==> config.mk <==
export PLATFORM = sky130hd
export DESIGN_NAME = seg7_scan_reader_flat
export DESIGN_NICKNAME = d
export VERILOG_FILES = /design/src/rtl/seg7_pkg.sv /design/src/rtl/seg7_scan_reader_if.sv /design/src/rtl/seg7_pattern_decode.sv /design/src/rtl/seg7_scan_reader.sv /design/src/flat_wrapper.sv
export SDC_FILE = /design/constraint.sdc
export NUM_CORES = 1
export LEC_CHECK = 0
export CORE_MARGIN = 2
export CORE_UTILIZATION = 40
export CTS_CLUSTER_DIAMETER = 150
export DETAILED_ROUTE_END_ITERATION = 6
export REMOVE_ABC_BUFFERS = 1
export SLEW_MARGIN = 20
export SYNTH_ARGS = -nofsm -noshare
export SYNTH_HDL_FRONTEND = slang
export SYNTH_SLANG_ARGS = --single-unit
==> constraint.sdc <==
create_clock -name clk -period 2.37 [get_ports clk]
set_input_delay 0.474 -clock clk [delete_from_list [all_inputs] [get_ports clk]]
set_output_delay 0.474 -clock clk [all_outputs]
set_load 0.03 [all_outputs]
==> src/rtl/seg7_pkg.sv <==
// seg7_pkg: glyph table and constants shared by the seven-segment encoder and reader
package seg7_pkg;
  localparam int NDIGITS = 4;
  localparam logic [6:0] SEG_BLANK = 7'h00;
  localparam logic [6:0] SEG_GLYPH [0:15] = '{
    7'h7E, 7'h30, 7'h6D, 7'h79, 7'h33, 7'h5B, 7'h5F, 7'h70,
    7'h7F, 7'h7B, 7'h77, 7'h1F, 7'h4E, 7'h3D, 7'h4F, 7'h47
  };
  typedef enum logic {IDLE, HOLD} out_state_e;
endpackage

==> src/rtl/seg7_scan_reader_if.sv <==
// seg7_scan_reader_if: rebuilt-frame valid/ready bus
interface seg7_scan_reader_if;
  import seg7_pkg::*;
  logic [4*NDIGITS-1:0] frame_digits;
  logic [NDIGITS-1:0] frame_err;
  logic frame_valid;
  logic frame_ready;
  modport master(output frame_digits, frame_err, frame_valid, input frame_ready);
  modport slave(input frame_digits, frame_err, frame_valid, output frame_ready);
endinterface

==> src/rtl/seg7_pattern_decode.sv <==
// seg7_pattern_decode: segment pattern to hex nibble, flagging non-glyph patterns
module seg7_pattern_decode
  import seg7_pkg::*;
(
  input  logic [6:0] seg,
  output logic [3:0] nibble,
  output logic       err
);
  // search the shared glyph table; unmatched patterns give nibble 0 with err set
  always_comb begin
    nibble = 4'h0;
    err = 1'b1;
    for (int i = 0; i < 16; i++)
      if (seg == SEG_GLYPH[i]) begin
        nibble = 4'(i);
        err = 1'b0;
      end
  end
endmodule

==> src/rtl/seg7_scan_reader.sv <==
// seg7_scan_reader: rebuilds 4-digit frames from a scanned seven-segment bus
module seg7_scan_reader
  import seg7_pkg::*;
#(
  parameter int STABLE_CYCLES = 4
) (
  input  logic                clk,
  input  logic                rst,
  input  logic [6:0]          seg,
  input  logic [NDIGITS-1:0]  an,
  seg7_scan_reader_if.master  frame,
  output logic                overrun
);
  localparam int CW = $clog2(STABLE_CYCLES);
  localparam logic [CW-1:0] CNT_MAX = CW'(STABLE_CYCLES - 1);
  logic [6:0] s_seg, p_seg;
  logic [NDIGITS-1:0] s_an, p_an;
  logic [CW-1:0] cnt, cnt_nxt;
  logic captured, an_ok, same, capture, done, load;
  logic [3:0] nib;
  logic nib_err;
  logic [4*NDIGITS-1:0] slot_d, out_d;
  logic [NDIGITS-1:0] slot_e, out_e, seen;
  out_state_e state, state_nxt;

  seg7_pattern_decode u_dec (.seg(s_seg), .nibble(nib), .err(nib_err));

  assign an_ok = $onehot(~s_an);
  assign same = {s_an, s_seg} == {p_an, p_seg};
  assign cnt_nxt = !an_ok || !same ? '0 : cnt == CNT_MAX ? cnt : cnt + 1'b1;
  assign capture = an_ok && same && cnt_nxt == CNT_MAX && !captured;
  assign done = &seen;
  assign load = done && (state == IDLE || frame.frame_ready);

  // input registers plus the previous sample they are compared against
  always_ff @(posedge clk) begin
    if (rst) begin
      s_seg <= SEG_BLANK;
      s_an <= '0;
      p_seg <= SEG_BLANK;
      p_an <= '0;
    end else begin
      s_seg <= seg;
      s_an <= an;
      p_seg <= s_seg;
      p_an <= s_an;
    end
  end

  // stability counter; captured holds for the rest of an unchanged period
  always_ff @(posedge clk) begin
    if (rst) begin
      cnt <= '0;
      captured <= 1'b0;
    end else begin
      cnt <= cnt_nxt;
      captured <= an_ok && same && (captured || capture);
    end
  end

  // digit slots; seen restarts on the edge the frame moves to the outputs
  always_ff @(posedge clk) begin
    if (rst) begin
      slot_d <= '0;
      slot_e <= '0;
      seen <= '0;
    end else begin
      for (int k = 0; k < NDIGITS; k++)
        if (capture && !s_an[k]) begin
          slot_d[4*k +: 4] <= nib;
          slot_e[k] <= nib_err;
        end
      seen <= (done ? '0 : seen) | (capture ? ~s_an : '0);
    end
  end

  // output handshake state register
  always_ff @(posedge clk) state <= rst ? IDLE : state_nxt;

  // next state: a frame arriving with the accept keeps us presenting
  always_comb state_nxt = state == IDLE ? (done ? HOLD : IDLE) : (frame.frame_ready && !done ? IDLE : HOLD);

  // presented frame and sticky overrun for frames dropped under backpressure
  always_ff @(posedge clk) begin
    if (rst) begin
      out_d <= '0;
      out_e <= '0;
      overrun <= 1'b0;
    end else begin
      if (load) begin
        out_d <= slot_d;
        out_e <= slot_e;
      end
      if (done && !load) overrun <= 1'b1;
    end
  end

  // outputs come only from registers
  always_comb begin
    frame.frame_valid = state == HOLD;
    frame.frame_digits = out_d;
    frame.frame_err = out_e;
  end
endmodule

==> src/flat_wrapper.sv <==
// flat-port wrapper written by rule: the top's interface ports become plain ports
module seg7_scan_reader_flat import seg7_pkg::*;
#(
  parameter int STABLE_CYCLES = 4
)
  (clk, rst, seg, an, overrun, frame_frame_digits, frame_frame_err, frame_frame_valid, frame_frame_ready);
  seg7_scan_reader_if frame_i ();
  input  logic clk;
  input  logic rst;
  input  logic [6:0] seg;
  input  logic [NDIGITS-1:0] an;
  output logic overrun;
  output wire logic [$bits(frame_i.frame_digits)-1:0] frame_frame_digits;
  output wire logic [$bits(frame_i.frame_err)-1:0] frame_frame_err;
  output wire logic [$bits(frame_i.frame_valid)-1:0] frame_frame_valid;
  input wire logic [$bits(frame_i.frame_ready)-1:0] frame_frame_ready;
  assign frame_frame_digits = frame_i.frame_digits;
  assign frame_frame_err = frame_i.frame_err;
  assign frame_frame_valid = frame_i.frame_valid;
  assign frame_i.frame_ready = frame_frame_ready;
  seg7_scan_reader #(.STABLE_CYCLES(STABLE_CYCLES)) u_core (.clk(clk), .rst(rst), .seg(seg), .an(an), .frame(frame_i), .overrun(overrun));
endmodule
# Yosys cells after proc, flatten, opt, wreduce, memory -nomap -nowiden
# Cells that the tools add are included.
[classes]
n_addsub = 4
n_eq_ne = 20
n_mux = 38
n_bitwise = 3
reduce_logical = 24
[ops]
columns = ["operator", "n"]
rows = [
  ["$eq A7 B7 Y1 const B", 12],
  ["$mux W4", 16],
  ["$eq A7 B6 Y1 const B", 3],
  ["$mux W1", 20],
  ["$eq A11 B11 Y1", 1],
  ["$logic_and A1 B1 Y1", 11],
  ["$logic_not A1 Y1", 9],
  ["$eq A7 B5 Y1 const B", 1],
  ["$add A1 B1 Y2", 2],
  ["$eq A2 B2 Y1 const B", 2],
  ["$mux W2", 2],
  ["$not A4 Y4", 1],
  ["$or A4 B4 Y4", 1],
  ["$reduce_and A4 Y1", 1],
  ["$add A3 B3 Y3", 1],
  ["$eq A3 B1 Y1 const B", 1],
  ["$logic_or A1 B1 Y1", 3],
  ["$add A2 B1 Y2 const B", 1],
  ["$not A1 Y1", 1],
]
[totals]
ff_bits = 71
in_bits = 14
output_inout_bits = 22
word_cells = 108

# Longest topological paths before layout
[depth]
ltp_word = 17
mapped_depth = 10
ltp_nobuf = 9

# By module
# Synthesis repeated with hierarchy kept, for this count alone.
[hier_totals]
hier_cells = 318
hier_area_um2 = 2989.1
[by_module_without_submodules]
columns = ["module", "instances", "cells_per_inst", "area_each_um2", "seq_area_each_um2"]
rows = [
  ["seg7_scan_reader", 1, 269, 2625.0, 1421.4],
  ["seg7_pattern_decode", 1, 49, 364.1, 0.0],
]

# Worst setup path before layout
# Ideal clock, no wire load.
[synth_path]
path_kind = "flip-flop to flip-flop"
startpoint = "register u_core.s_an[0]"
endpoint = "register u_core.slot_d[1]"
setup_ns = 0.086
arrival_ns = 2.516
required_time_ns = 2.284
setup_slack_ns = -0.231
stages_incl_launch_ff = 11
n_path_buf = 1
synth_period_minus_slack_ns = 2.601
cell_sequence = "dfxtp_1 > inv_2 > ha_1 > ha_1 > fa_1 > nor3b_1 > and4_1 > nand4_2 > nand2b_1 > buf_2 > a211oi_1"
[synth_via]
elab_chain_len = 11
word_cells_on_any_way = 15
cone_classes = "add/sub (2); eq/ne (3); mux (1); bitwise (1); reduce/logical (8)"
[synth_rtl]
columns = ["element", "line_no", "source"]
rows = [
  ["from (decl)", "seg7_scan_reader.sv:17", "logic [NDIGITS-1:0] s_an, p_an;"],
  ["from (signal assigned)", "seg7_scan_reader.sv:44", "s_an <= an;"],
  ["$not A4 Y4", "seg7_scan_reader.sv:28", "assign an_ok = $onehot(~s_an);"],
  ["$add A1 B1 Y2 (not written as such)", "seg7_scan_reader.sv:28", ""],
  ["$add A3 B3 Y3 (not written as such)", "seg7_scan_reader.sv:28", ""],
  ["$eq A3 B1 Y1", "seg7_scan_reader.sv:28", ""],
  ["$logic_not A1 Y1", "seg7_scan_reader.sv:30", "assign cnt_nxt = !an_ok || !same ? '0 : cnt == CNT_MAX ? cnt : cnt + 1'b1;"],
  ["$logic_or A1 B1 Y1", "seg7_scan_reader.sv:30", ""],
  ["$mux W2", "seg7_scan_reader.sv:30", ""],
  ["$eq A2 B2 Y1", "seg7_scan_reader.sv:31", "assign capture = an_ok && same && cnt_nxt == CNT_MAX && !captured;"],
  ["$logic_and A1 B1 Y1 (2 in a row)", "seg7_scan_reader.sv:31", ""],
  ["$logic_and A1 B1 Y1 (*)", "seg7_scan_reader.sv:69", "if (capture && !s_an[k]) begin"],
  ["to (signal, indexed assignment)", "seg7_scan_reader.sv:70", "slot_d[4*k +: 4] <= nib;"],
  ["to (decl)", "seg7_scan_reader.sv:22", "logic [4*NDIGITS-1:0] slot_d, out_d;"],
]
# Mark *: on every way between the ends. The rest lies on a longest branch, timed or not.
# A chain may end at the register's enable or synchronous reset.

# Worst setup path after layout
[layout_path]
startpoint = "register u_core.s_an[1]"
endpoint = "register u_core.slot_d[2]"
[layout_via]
elab_chain_len = 11
word_cells_on_any_way = 14
cone_classes = "add/sub (2); eq/ne (3); mux (1); bitwise (1); reduce/logical (7)"
[layout_rtl]
columns = ["element", "line_no"]
rows = [
  ["$not A4 Y4", "seg7_scan_reader.sv:28"],
  ["$add A1 B1 Y2 (not written as such)", "seg7_scan_reader.sv:28"],
  ["$add A3 B3 Y3 (not written as such)", "seg7_scan_reader.sv:28"],
  ["$eq A3 B1 Y1", "seg7_scan_reader.sv:28"],
  ["$logic_not A1 Y1", "seg7_scan_reader.sv:30"],
  ["$logic_or A1 B1 Y1", "seg7_scan_reader.sv:30"],
  ["$mux W2", "seg7_scan_reader.sv:30"],
  ["$eq A2 B2 Y1", "seg7_scan_reader.sv:31"],
  ["$logic_and A1 B1 Y1 (*) (2 in a row)", "seg7_scan_reader.sv:31"],
  ["$logic_and A1 B1 Y1 (*)", "seg7_scan_reader.sv:69"],
]
# Marks and branches as above.

==> impl_metrics.py <==
metrics = {
    "timing": {
        "fmax_mhz": 407,
        "fin_ws_ps": -89.3,
        "fin_crit_ps": 2460,
        "tightest_slew_ps": 566,
        "rsz0062_at_grt": "yes",
        "timing.hold.ws_ps": 452,
        "hold_viol_final": 0,
        "finalSetupViolCount": 14,
        "maxSlewViolCount": 0,
        "finalSetupTns_ps": -793,
        "final.setup_skew_ps": 8.51,
        "max_slew_margin_pct": 62.2,
        "fin_crit_sh_pct": 104,
    },
    "clock_network": {
        "htreeDepth": 3,
        "path_clk_slew_ps": 80,
        "cts_hold_buf": 0,
        "cts_tree": "done",
        "clock_tree.buffer_depth": 2,
        "cts_made_buffers": 9,
        "clk_latency_ps": 350,
        "cts-root-buf": "clkbuf_8",
        "cts.sinks": 71,
    },
    "global_routing": {
        "grt_antenna_before_repair": 0,
        "grt_max_degree": 49,
        "use_met3_pct": 5.03,
        "grtUsageMet2_pct": 23.7,
        "grt_pass1_wl_um": 10400,
        "grt_pass1_vias": 2146,
        "grt_usage_pct": 15.8,
        "globalRouteMet1Util_pct": 21.0,
        "top_usage_layer": "met2",
        "grt_remaining_overflow": 0,
    },
    "synth": {
        "synth_area_leaders": "dfxtp_1 48%, nand2_1 6.4%, a21oi_1 5.1%",
        "synth_ff_type": "dfxtp_1",
        "synth_top_area_share_pct": 47.9,
        "yosysSeqAreaShare_pct": 47.9,
        "synthArstFlopShare_pct": 0,
        "syn_area_per_cell_sq_um": 8.87,
        "syn_area_sq_um": 2970,
        "synth-seq-cells": 71,
        "synth_area_leader_cell": "dfxtp_1",
        "yosys.cell_types.count": 48,
        "syn_inst": 335,
        "synth_edf_count": 0,
        "yosysWarningCount": 0,
    },
    "outcome": {
        "violations": "negative setup slack",
        "status": "finished with violations",
    },
    "power_and_ir_drop": {
        "irDropWorstVdd_uv": 380,
        "leakage_nw": 1.39,
        "power_density_nw_per_um2": 596,
    },
    "floorplanning": {
        "num_rows": 31,
        "die_width_um": 90.2,
        "design.portCount": 36,
        "die_area_sq_um": 8130,
        "die_y_um": 90.2,
        "start_util_pct": 41.2,
        "core_sq_um": 7210,
    },
    "critical_path": {
        "cp_max_fo": 6,
        "endpoint_kind": "flop",
        "crit_required_ps": 2590,
        "rrSetupSlack_ps": -90,
        "critPathKind": "flop to flop",
        "startpoint_type": "flop",
        "worstPathArrival_ps": 2680,
    },
    "job": {
        "cap_viol_max_count": 0,
    },
    "final_layout": {
        "final_cell_area_sq_um": 3800,
        "fillCellCount": 717,
        "drive_above_1_share_pct": 17.1,
        "mostFrequentLayoutCell": "dfxtp_1",
        "final_nets": 398,
        "area_growth_pct": 28.0,
        "layout_common_cells": "67 x dfxtp_1, 51 x nand2_1, 34 x clkdlybuf4s50_1, 30 x a21oi_1, 20 x nor2b_1",
        "num_antenna_cells": 0,
        "stdcell_count": 484,
    },
    "placed_design": {
        "gp_congestion": 0.784,
        "preCtsSetupSlack_ps": -311,
        "hpwlAfterDp_um": 4200,
        "place_area_sq_um": 3470,
        "io_buffers": 35,
        "placed_cells": 464,
    },
    "route": {
        "dr.pass1.iters": 4,
        "via_count": 2357,
        "antenna_left": 0,
        "routedWlPerCell_um": 12.5,
        "avgViaCountPerCell": 4.87,
        "drc": 0,
        "totalWireLength_um": 6050,
        "drtIter0Drc": 64,
    },
    "worst_hold_path": {
        "min_path_type": "flop to flop",
    },
}
[repair_timing]
| item | 4_1_cts | 5_1_grt |
|---|---|---|
| pin swaps | 8 | 4 |
| setup buffers | 1 | 3 |
| gates resized for setup | 20 | 4 |
| setup endpoints to repair | 24 | 23 |
[worst max-delay path: stages, from the launching register on]
cell,delay (ps)
dfxtp_2,330
inv_2,50
ha_4,240
ha_4,150
fa_1,450
nor3b_2,230
and4_4,270
nand4_4,130
nor4_1,390
a211oi_1,80
[power breakdown]
group,total (mW),switching [mW],internal [mW],leakage (nW)
Combinational,0.176,0.0860,0.0899,0.725
Sequential,1.24,0.0249,1.21,0.578
Clock,0.856,0.454,0.402,0.0918
Total,2.27,0.565,1.70,1.39
[per-stage QoR]
stage	power [mW]	util (%)
4_1_cts	2.29	52.1
5_1_grt	2.38	52.7
2_1_floorplan	1.34	-
3_3_place_gp	1.41	48.1
6_report	2.27	52.7
3_5_place_dp	1.41	48.1
[metal layers]
layer  part of all wire [%]  wire length, um  vias up
met5                      0                0        -
met4                    2.0              119        0
met3                    4.3              260       12
met2                     44             2680       45
met1                     49             2990     1074
li1                       -                -     1226
[synth_stat cells, drive strengths merged (2+ instances only)]
master / n
nor4: 6
nand2: 51
nand2b: 13
ha: 3
or3b: 4
a31oi: 3
xnor2: 11
dfxtp: 71
nand4: 5
buf: 11
nor3b: 2
nand3: 5
nand3b: 2
clkbuf: 12
o21bai: 5
nor3: 9
nor2: 17
and4: 3
o211ai: 3
a211oi: 8
a21oi: 30
inv: 13
nor2b: 20
mux2i: 10
[cells by family after synthesis]
logic type	synth area share (%)
flops	47.9
xor+xnor	3.54
buf+inv	5.10
mux	3.37
fa+ha+maj	1.94
compound gates	11.8
simple gates	26.4
[area by class of cell]
| type | count | area [sq um] | area share (%) |
|---|---|---|---|
| well taps | 99 | 124 | 3.26 |
| clock inverters | 6 | 36.3 | 0.954 |
| flip-flops and latches | 71 | 1430 | 37.5 |
| repair buffers | 57 | 522 | 13.7 |
| inverters | 13 | 48.8 | 1.28 |
| clock buffers | 10 | 138 | 3.62 |
| multi-input cells | 228 | 1510 | 39.7 |
[worst paths after layout]
check                                startpoint                                         to  depth (start not counted)
setup / recovery      u_core.s_an[1]$_SDFF_PP0_              u_core.slot_d[2]$_SDFFE_PP0P_                          9
hold / removal    u_core.slot_d[9]$_SDFFE_PP0P_  u_core.frame.frame_digits[9]$_SDFFE_PP0P_                          2
setup reg to reg      u_core.s_an[1]$_SDFF_PP0_              u_core.slot_d[2]$_SDFFE_PP0P_                          9
hold reg to reg   u_core.slot_d[9]$_SDFFE_PP0P_  u_core.frame.frame_digits[9]$_SDFFE_PP0P_                          2
[state kept, by name, indices dropped and copies added (netlist names), 7 cells and up]
signal                     count
u_core.slot_d                 16
u_core.frame.frame_digits     16
u_core.p_seg                   7
u_core.s_seg                   7
Note: power is estimated with default switching activity, not from simulation.
